## src/rtl/serial_chunk_adder.sv

```systemverilog
// serial_chunk_adder
//
// Multi-cycle WIDTH-bit adder with carry-in. Each clock it adds CHUNK bits,
// and a registered carry links one chunk to the next. The carry chain is
// only CHUNK+1 bits long, at the cost of NCHUNK = WIDTH/CHUNK cycles of
// latency. Operands arrive and results leave through valid/ready handshakes.
//
// Parameters
//   WIDTH  operand and sum width; must be an integer multiple of CHUNK
//   CHUNK  bits added per cycle, 1 <= CHUNK <= WIDTH
//
// Ports
//   clk        rising-edge clock
//   rst_n      asynchronous active-low reset
//   in_valid   operands a, b and cin are valid
//   in_ready   block accepts operands this cycle (combinational on out_ready)
//   a, b       WIDTH-bit operands, unsigned or two's complement
//   cin        carry-in
//   out_valid  sum / cout (/ ovf) are valid
//   out_ready  consumer accepts the result
//   sum        a + b + cin modulo 2^WIDTH
//   cout       carry out of the MSB
//   ovf        signed overflow (only with SERIAL_CHUNK_ADDER_OVF_EN defined)
//
// Optional feature: define SERIAL_CHUNK_ADDER_OVF_EN to add the ovf port and
// its register. Without it there is no ovf port and no related logic.

module serial_chunk_adder #(
    parameter int WIDTH = 8,
    parameter int CHUNK = 2
) (
    input  logic             clk,
    input  logic             rst_n,
    input  logic             in_valid,
    output logic             in_ready,
    input  logic [WIDTH-1:0] a,
    input  logic [WIDTH-1:0] b,
    input  logic             cin,
    output logic             out_valid,
    input  logic             out_ready,
    output logic [WIDTH-1:0] sum,
    output logic             cout
`ifdef SERIAL_CHUNK_ADDER_OVF_EN
    ,
    output logic             ovf
`endif
);

    localparam int NCHUNK = WIDTH / CHUNK;
    localparam int CNT_W  = (NCHUNK > 1) ? $clog2(NCHUNK) : 1;
    localparam logic [CNT_W-1:0] LAST_CNT = CNT_W'(NCHUNK - 1);

    typedef enum logic [1:0] {
        IDLE,
        RUN,
        DONE
    } state_t;

    state_t state;
    state_t state_next;

    logic             accept;
    logic             last;
    logic [CNT_W-1:0] cnt;
    logic             carry;
    logic [WIDTH-1:0] op_a;
    logic [WIDTH-1:0] op_b;
    logic [WIDTH-1:0] sum_q;
    logic [WIDTH-1:0] sum_next;
    logic             cout_q;

    // {carry out, CHUNK-bit sum} of the chunk currently at the bottom of
    // the operand shift registers
    logic [CHUNK:0]   chunk_res;

    assign chunk_res = {1'b0, op_a[CHUNK-1:0]}
                     + {1'b0, op_b[CHUNK-1:0]}
                     + {{CHUNK{1'b0}}, carry};

    // The new chunk result enters the sum register at the MSB end. After
    // NCHUNK shifts the first chunk has moved down to bit 0.
    if (CHUNK == WIDTH) begin : g_full
        assign sum_next = chunk_res[CHUNK-1:0];
    end else begin : g_part
        assign sum_next = {chunk_res[CHUNK-1:0], sum_q[WIDTH-1:CHUNK]};
    end

    assign in_ready  = (state == IDLE) | ((state == DONE) & out_ready);
    assign accept    = in_valid & in_ready;
    assign last      = (cnt == LAST_CNT);
    assign out_valid = (state == DONE);
    assign sum       = sum_q;
    assign cout      = cout_q;

`ifdef SERIAL_CHUNK_ADDER_OVF_EN
    logic ovf_q;
    logic msb_carry_in;

    // The carry into the chunk MSB follows from the sum bit: s = a ^ b ^ c_in
    assign msb_carry_in = chunk_res[CHUNK-1] ^ op_a[CHUNK-1] ^ op_b[CHUNK-1];
    assign ovf          = ovf_q;
`endif

    // State register
    always_ff @(posedge clk or negedge rst_n) begin
        if (!rst_n) begin
            state <= IDLE;
        end else begin
            state <= state_next;
        end
    end

    // Next-state logic
    always_comb begin
        state_next = state;
        case (state)
            IDLE: begin
                if (in_valid) begin
                    state_next = RUN;
                end
            end
            RUN: begin
                if (last) begin
                    state_next = DONE;
                end
            end
            DONE: begin
                if (out_ready) begin
                    state_next = in_valid ? RUN : IDLE;
                end
            end
            default: state_next = IDLE;
        endcase
    end

    // Datapath: operand capture, per-chunk add and result load. Acceptance
    // and RUN never coincide because in_ready is low throughout RUN.
    always_ff @(posedge clk or negedge rst_n) begin
        if (!rst_n) begin
            op_a   <= '0;
            op_b   <= '0;
            carry  <= 1'b0;
            cnt    <= '0;
            sum_q  <= '0;
            cout_q <= 1'b0;
`ifdef SERIAL_CHUNK_ADDER_OVF_EN
            ovf_q  <= 1'b0;
`endif
        end else if (accept) begin
            op_a  <= a;
            op_b  <= b;
            carry <= cin;
            cnt   <= '0;
        end else if (state == RUN) begin
            op_a  <= op_a >> CHUNK;
            op_b  <= op_b >> CHUNK;
            sum_q <= sum_next;
            carry <= chunk_res[CHUNK];
            cnt   <= cnt + CNT_W'(1);
            if (last) begin
                cout_q <= chunk_res[CHUNK];
`ifdef SERIAL_CHUNK_ADDER_OVF_EN
                ovf_q  <= msb_carry_in ^ chunk_res[CHUNK];
`endif
            end
        end
    end

endmodule

```

## config.mk

```make
export PLATFORM = sky130hd
export DESIGN_NAME = serial_chunk_adder
export DESIGN_NICKNAME = d
export VERILOG_FILES = /design/src/rtl/serial_chunk_adder.sv
export SDC_FILE = /design/constraint.sdc
export NUM_CORES = 1
export LEC_CHECK = 0
export CORE_MARGIN = 2
export CORE_UTILIZATION = 40
export DETAILED_ROUTE_END_ITERATION = 8
export PLACE_DENSITY = 0.66
export RECOVER_POWER = 25
export SYNTH_ARGS = -nofsm -noshare
export SYNTH_HDL_FRONTEND = slang
export SYNTH_SLANG_ARGS = --single-unit
```

## constraint.sdc

```tcl
create_clock -name clk -period 2.3 [get_ports clk]
set_clock_uncertainty 0.2 [all_clocks]
set_input_delay 0.69 -clock clk [delete_from_list [all_inputs] [get_ports clk]]
set_output_delay 0.69 -clock clk [all_outputs]
set_load 0.02 [all_outputs]
```

==> results.sh, run 1 <==
export IMPL_crit_type="primary input to output pin"
export IMPL_cts_sinks=30
export IMPL_powerDensity_nw_per_um2=1335
export IMPL_globalRouteTotalUtil=0.1357
export IMPL_worstSetupEndpointType="output pin"
export IMPL_vdd_drop_max_v=0.0004772
export IMPL_drt_vias_per_instance=4.876
export IMPL_cts_setup_buffers=0
export IMPL_cp_arrival_ns=1.33
export IMPL_worst_pin_slew_ns=0.7350
export IMPL_stdcell_area_sq_um=1788
export IMPL_finalSetupViolCount=0
export IMPL_cts_buffers=5
export IMPL_maxSlewViolCount=0
export IMPL_clkPwrFrac=0.116
export IMPL_timing_hold_ws_ns=0.2986
export IMPL_die_x_um=63.64
export IMPL_die_h_um=63.64
export IMPL_cts_buffer_depth=2
export IMPL_antenna_cells=0
export IMPL_pwr_share_comb=0.501
export IMPL_grt_max_degree=32
export IMPL_core_sq_um=3363
export IMPL_fin_crit_ns=2.221
export IMPL_p_sw_frac=0.3726
export IMPL_firstDrtPassIters=4
export IMPL_cp_required_ns=1.41
export IMPL_antenna_left=0
export IMPL_route_detailed_drc=0
export IMPL_ys_types=22
export IMPL_ff2ff_path_depth=4
export IMPL_syn2layout_area_growth_pct=25.68
export IMPL_outcome="complete, no violations"
export IMPL_initial_utilization=0.4230
export IMPL_hp_start="cout"
export IMPL_switchingPower_uw=889.5
export IMPL_setup_ws_ns=0.07911
export IMPL_p_seq_frac=0.383
export IMPL_grt_overflow=0
export IMPL_p_leak_nw=0.8047
export IMPL_max_slew_margin=0.5100
export IMPL_tritoncts="done"
export IMPL_grt_pass1_wl_um=4257
export IMPL_r2r_start="carry"
export IMPL_reg2reg_slack_ns=0.58
export IMPL_final_cell_mix="dfrtp_1 (30), clkdlybuf4s50_1 (27), nand3_1 (17)"
export IMPL_clk_pin_slew_ns=0.08
export IMPL_synth_area_per_cell_sq_um=11.47
export IMPL_cts_root_buf="clkbuf_4"
export IMPL_fin_util=0.5316
export IMPL_internal_power_mw=1.498
export IMPL_antenna_found_initial=0
export IMPL_clkLatencyLatePin_ns=0.32
export IMPL_dp_hpwl_um=1635
export IMPL_crit_path_start="out_ready"
export IMPL_routed_wl_um=2417
export IMPL_drt_initial_drc_count=61
export IMPL_finalPower_mw=2.387
export IMPL_r2r_end="sum[7]"
export IMPL_timing_fmax_ghz=0.4503
export IMPL_place_gp_congestion=0.7162
export IMPL_finalHoldViolCount=0
export IMPL_synth_seq_cells=30
export IMPL_rows=21
export IMPL_mostFrequentLayoutCell="dfrtp_1"
export IMPL_dp_slack_ns=-0.5629
export IMPL_first_global_vias=959
export IMPL_worst_hold_path_type="register to register"
export IMPL_min_delay_path_depth=2
export IMPL_fin_crit_sh=0.9656
export IMPL_io_pins=32
export IMPL_place_area_sq_um=1739
export IMPL_fillers=333
export IMPL_rsz0062_at_grt="false"
export IMPL_finalNetCount=180
export IMPL_syn_num_nets=148
export IMPL_syn_area_sq_um=1423
export IMPL_die_area_sq_um=4049
export IMPL_portBuffers=31
export IMPL_drive_above_1_share=0.1218
export IMPL_ctsHoldBuffers=0
export IMPL_min_to="cout"
export IMPL_ys_seq_area_frac=0.5277
export IMPL_postSynthCellCount=124
export IMPL_timing_max_cap_violations=0
export IMPL_ys_warn_count=0
export IMPL_wl_per_cell_um=11.97
export IMPL_cts_htree_levels=2
export IMPL_via_count=985
export IMPL_crit_path_start_kind="primary input"
export IMPL_crit_fanout=2
## logic make-up after synthesis
logic type / synth area share
fa+ha+maj: 0.03694
flops: 0.5277
mux: 0.1521
compound gates: 0.08619
buf+inv: 0.07036
xor+xnor: 0.006158
simple gates: 0.1205
## registers in the layout, summed over array words and instances (netlist names)
name	count
carry	1
cnt	2
cout	1
op_a	8
op_b	8
state	2
sum	8
## power groups by stage
stage                     sequential (mW)  combinational, mW  clock [mW]
after CTS                           0.918               1.22       0.289
after global routing                0.950               1.32       0.319
final                               0.913               1.20       0.277
after detailed placement            0.927               1.21           0
after global placement              0.917               1.18           0
after floorplan                     0.994              0.846           0
## worst max-delay path by stage
stage	slack, ns	end
floorplan	0.21	in_ready
global placement	-0.54	in_ready
detailed placement	-0.56	in_ready
CTS	0.08	in_ready
global route	0.04	sum[7]
finish	0.08	in_ready
## layer usage
metal | vias to the layer above | share of wire | routed length [um] | GRT usage
li1 | 488 | - | - | -
met1 | 468 | 0.43 | 1029 | 0.1632
met2 | 29 | 0.51 | 1234 | 0.2237
met3 | 0 | 0.064 | 154 | 0.05357
met4 | 0 | 0 | 0 | 0.04076
met5 | - | 0 | 0 | 0
## timing repair
item / 4_1_cts / 5_1_grt
endpoints found under the setup margin: 2 / 0
resized for setup: 9 / 0
endpoints found under the hold margin: 0 / 0
## worst max-delay path: stages
cell and delay (ns):
dlygate4sd2_1 0.22, nand2b_4 0.13, and2b_1 0.16, buf_6 0.13
## through the flow
step	std cells	TNS (ns)
3_5_place_dp	195	-0.5629
3_3_place_gp	195	-0.5365
5_1_grt	202	0
6_report	202	0
2_1_floorplan	124	0
4_1_cts	202	0
## layout make-up
type	instances	area, sq um	share of cell area
Timing Repair Buffer	35	336.6	0.1882
Tap cell	46	57.56	0.03219
Inverter	5	18.77	0.01050
Multi-Input combinational cell	79	579.3	0.3240
Sequential cell	30	750.7	0.4199
Clock buffer	7	45.04	0.02519
## Yosys cell counts
master	n	share of area
nand2_1	8	0.021
dfrtp_1	30	0.53
and2b_1	1	0.0053
mux2i_1	13	0.091
inv_1	5	0.013
o21ai_1	16	0.056
nor2b_1	2	0.0088
nand3b_1	1	0.0053
buf_6	5	0.040
nand3_1	17	0.060
fa_1	2	0.028
ha_1	1	0.0088
nor2_1	2	0.0053
mux2_2	1	0.0079
o21ai_0	4	0.014
o21bai_1	1	0.0053
nand2b_1	2	0.0088
mux2_4	5	0.053
o221ai_2	1	0.011
and2_4	1	0.0062
buf_2	5	0.018
xor2_1	1	0.0062
Note: power is estimated with default switching activity, not from simulation.
==> run 2: changes to the inputs <==
Settings changed: DONT_BUFFER_PORTS from default to 1, PLACE_DENSITY 0.66 to default.
==> results.sh, run 2 (synthesized netlist as in run 1, its figures left out) <==
export IMPL_outcome="complete, no violations"
export IMPL_vdd_drop_max_v=0.0005655
export IMPL_core_sq_um=3363
export IMPL_cp_top_family="flip-flops"
export IMPL_finalSetupViolCount=0
export IMPL_timing_hold_ws_ns=0.2903
export IMPL_die_x_um=63.64
export IMPL_worst_hold_path_type="primary input to register"
export IMPL_cts_buffer_depth=2
export IMPL_initial_utilization=0.4230
export IMPL_wl_per_cell_um=13.66
export IMPL_die_h_um=63.64
export IMPL_route_detailed_drc=0
export IMPL_drive_above_1_share=0.1349
export IMPL_finalPower_mw=2.188
export IMPL_stdcell_area_sq_um=1481
export IMPL_drt_vias_per_instance=5.047
export IMPL_cts_htree_levels=2
export IMPL_reg2reg_slack_ns=0.57
export IMPL_antenna_cells=0
export IMPL_p_leak_nw=0.6754
export IMPL_place_area_sq_um=1421
export IMPL_antenna_found_initial=0
export IMPL_die_area_sq_um=4049
export IMPL_fin_crit_sh=0.8676
export IMPL_cp_required_ns=1.41
export IMPL_timing_max_cap_violations=0
export IMPL_tritoncts="done"
export IMPL_fin_crit_ns=1.996
export IMPL_crit_chain="nor2b_1"
export IMPL_cp_arrival_ns=1.11
export IMPL_clk_pin_slew_ns=0.09
export IMPL_rsz0062_at_grt="false"
export IMPL_timing_fmax_ghz=0.5011
export IMPL_clkLatencyLatePin_ns=0.32
export IMPL_cts_sinks=30
export IMPL_via_count=868
export IMPL_portBuffers=0
export IMPL_cpPeakStageDelay_ns=0.43
export IMPL_dp_hpwl_um=1504
export IMPL_max_slew_margin=0.5218
export IMPL_fillers=354
export IMPL_maxSlewViolCount=0
export IMPL_powerDensity_nw_per_um2=1477
export IMPL_path_buf_inv=0
export IMPL_rows=21
export IMPL_syn2layout_area_growth_pct=4.134
export IMPL_worst_path_max_delay_cell="dfrtp_1"
export IMPL_worstSetupEndpointType="output pin"
export IMPL_setup_tns_ns=0
export IMPL_cts_root_buf="clkbuf_4"
export IMPL_place_gp_congestion=0.6888
export IMPL_grt_overflow=0
export IMPL_drt_initial_drc_count=58
export IMPL_crit_path_start_kind="register"
export IMPL_worst_pin_slew_ns=0.7173
export IMPL_firstDrtPassIters=3
export IMPL_io_pins=32
export IMPL_first_global_vias=918
export IMPL_grt_pass1_wl_um=4367
export IMPL_finalHoldViolCount=0
export IMPL_antenna_left=0
export IMPL_final_cell_mix="dfrtp_1 (30), nand3_1 (17), o21ai_1 (16)"
export IMPL_crit_fanout=6
export IMPL_mostFrequentLayoutCell="dfrtp_1"
export IMPL_routed_wl_um=2349
export IMPL_globalRouteTotalUtil=0.1430
export IMPL_cts_buffers=5
export IMPL_grt_max_degree=32
export IMPL_cts_setup_buffers=0
export IMPL_crit_type="register to output pin"
export IMPL_finalNetCount=150
-- run 2: repair_timing --
| action | 4_1_cts | 5_1_grt |
|---|---|---|
| resized for setup | 0 | 0 |
| hold buffers | 2 | 0 |
| hold endpoints to repair | 30 | 0 |
-- run 2: per-stage QoR --
step | cells | setup slack, ns | util
finish | 172 | 0.3044 | 0.4405
global route | 172 | 0.2411 | 0.4405
CTS | 172 | 0.2866 | 0.4449
detailed placement | 163 | 0.3588 | 0.4226
global placement | 163 | 0.3645 | 0.4226
floorplan | 124 | 0.2070 | -
-- run 2: worst paths after layout --
check,start,endpoint,cells past startpoint
setup / recovery,state[0],out_valid,1
hold / removal,a[7],op_a[7],2
setup reg to reg,carry,sum[7],4
hold reg to reg,op_a[7],op_a[7],2
max in group asynchronous,rst_n,op_a[2],2
min in group asynchronous,rst_n,sum[2],2
-- run 2: final cells by class --
type,count,area [sq um],share of cell area
multi-input combinational,79,571.8,0.3860
clock buffer,7,45.04,0.03041
inverter,5,18.77,0.01267
timing repair buffer,5,37.54,0.02534
tap,46,57.56,0.03885
sequential,30,750.7,0.5068
-- run 2: report_power, final --
group	internal (mW)	switching [mW]
clock	0.115	0.169
sequential	0.772	0.247
combinational	0.432	0.452
total	1.32	0.869
-- run 2: routing by layer --
metal	vias to the layer above	share of wire	global-route usage
met5	-	0	0
met4	0	0.018	0.07337
met3	6	0.060	0.05536
met2	27	0.47	0.2237
met1	412	0.45	0.1699
li1	423	-	-
==> run 3: changes to the inputs <==
Settings changed: CAP_MARGIN from default to 15.
==> results of run 3 <==
Final layout, timing and power as in run 2 (identical DEF).
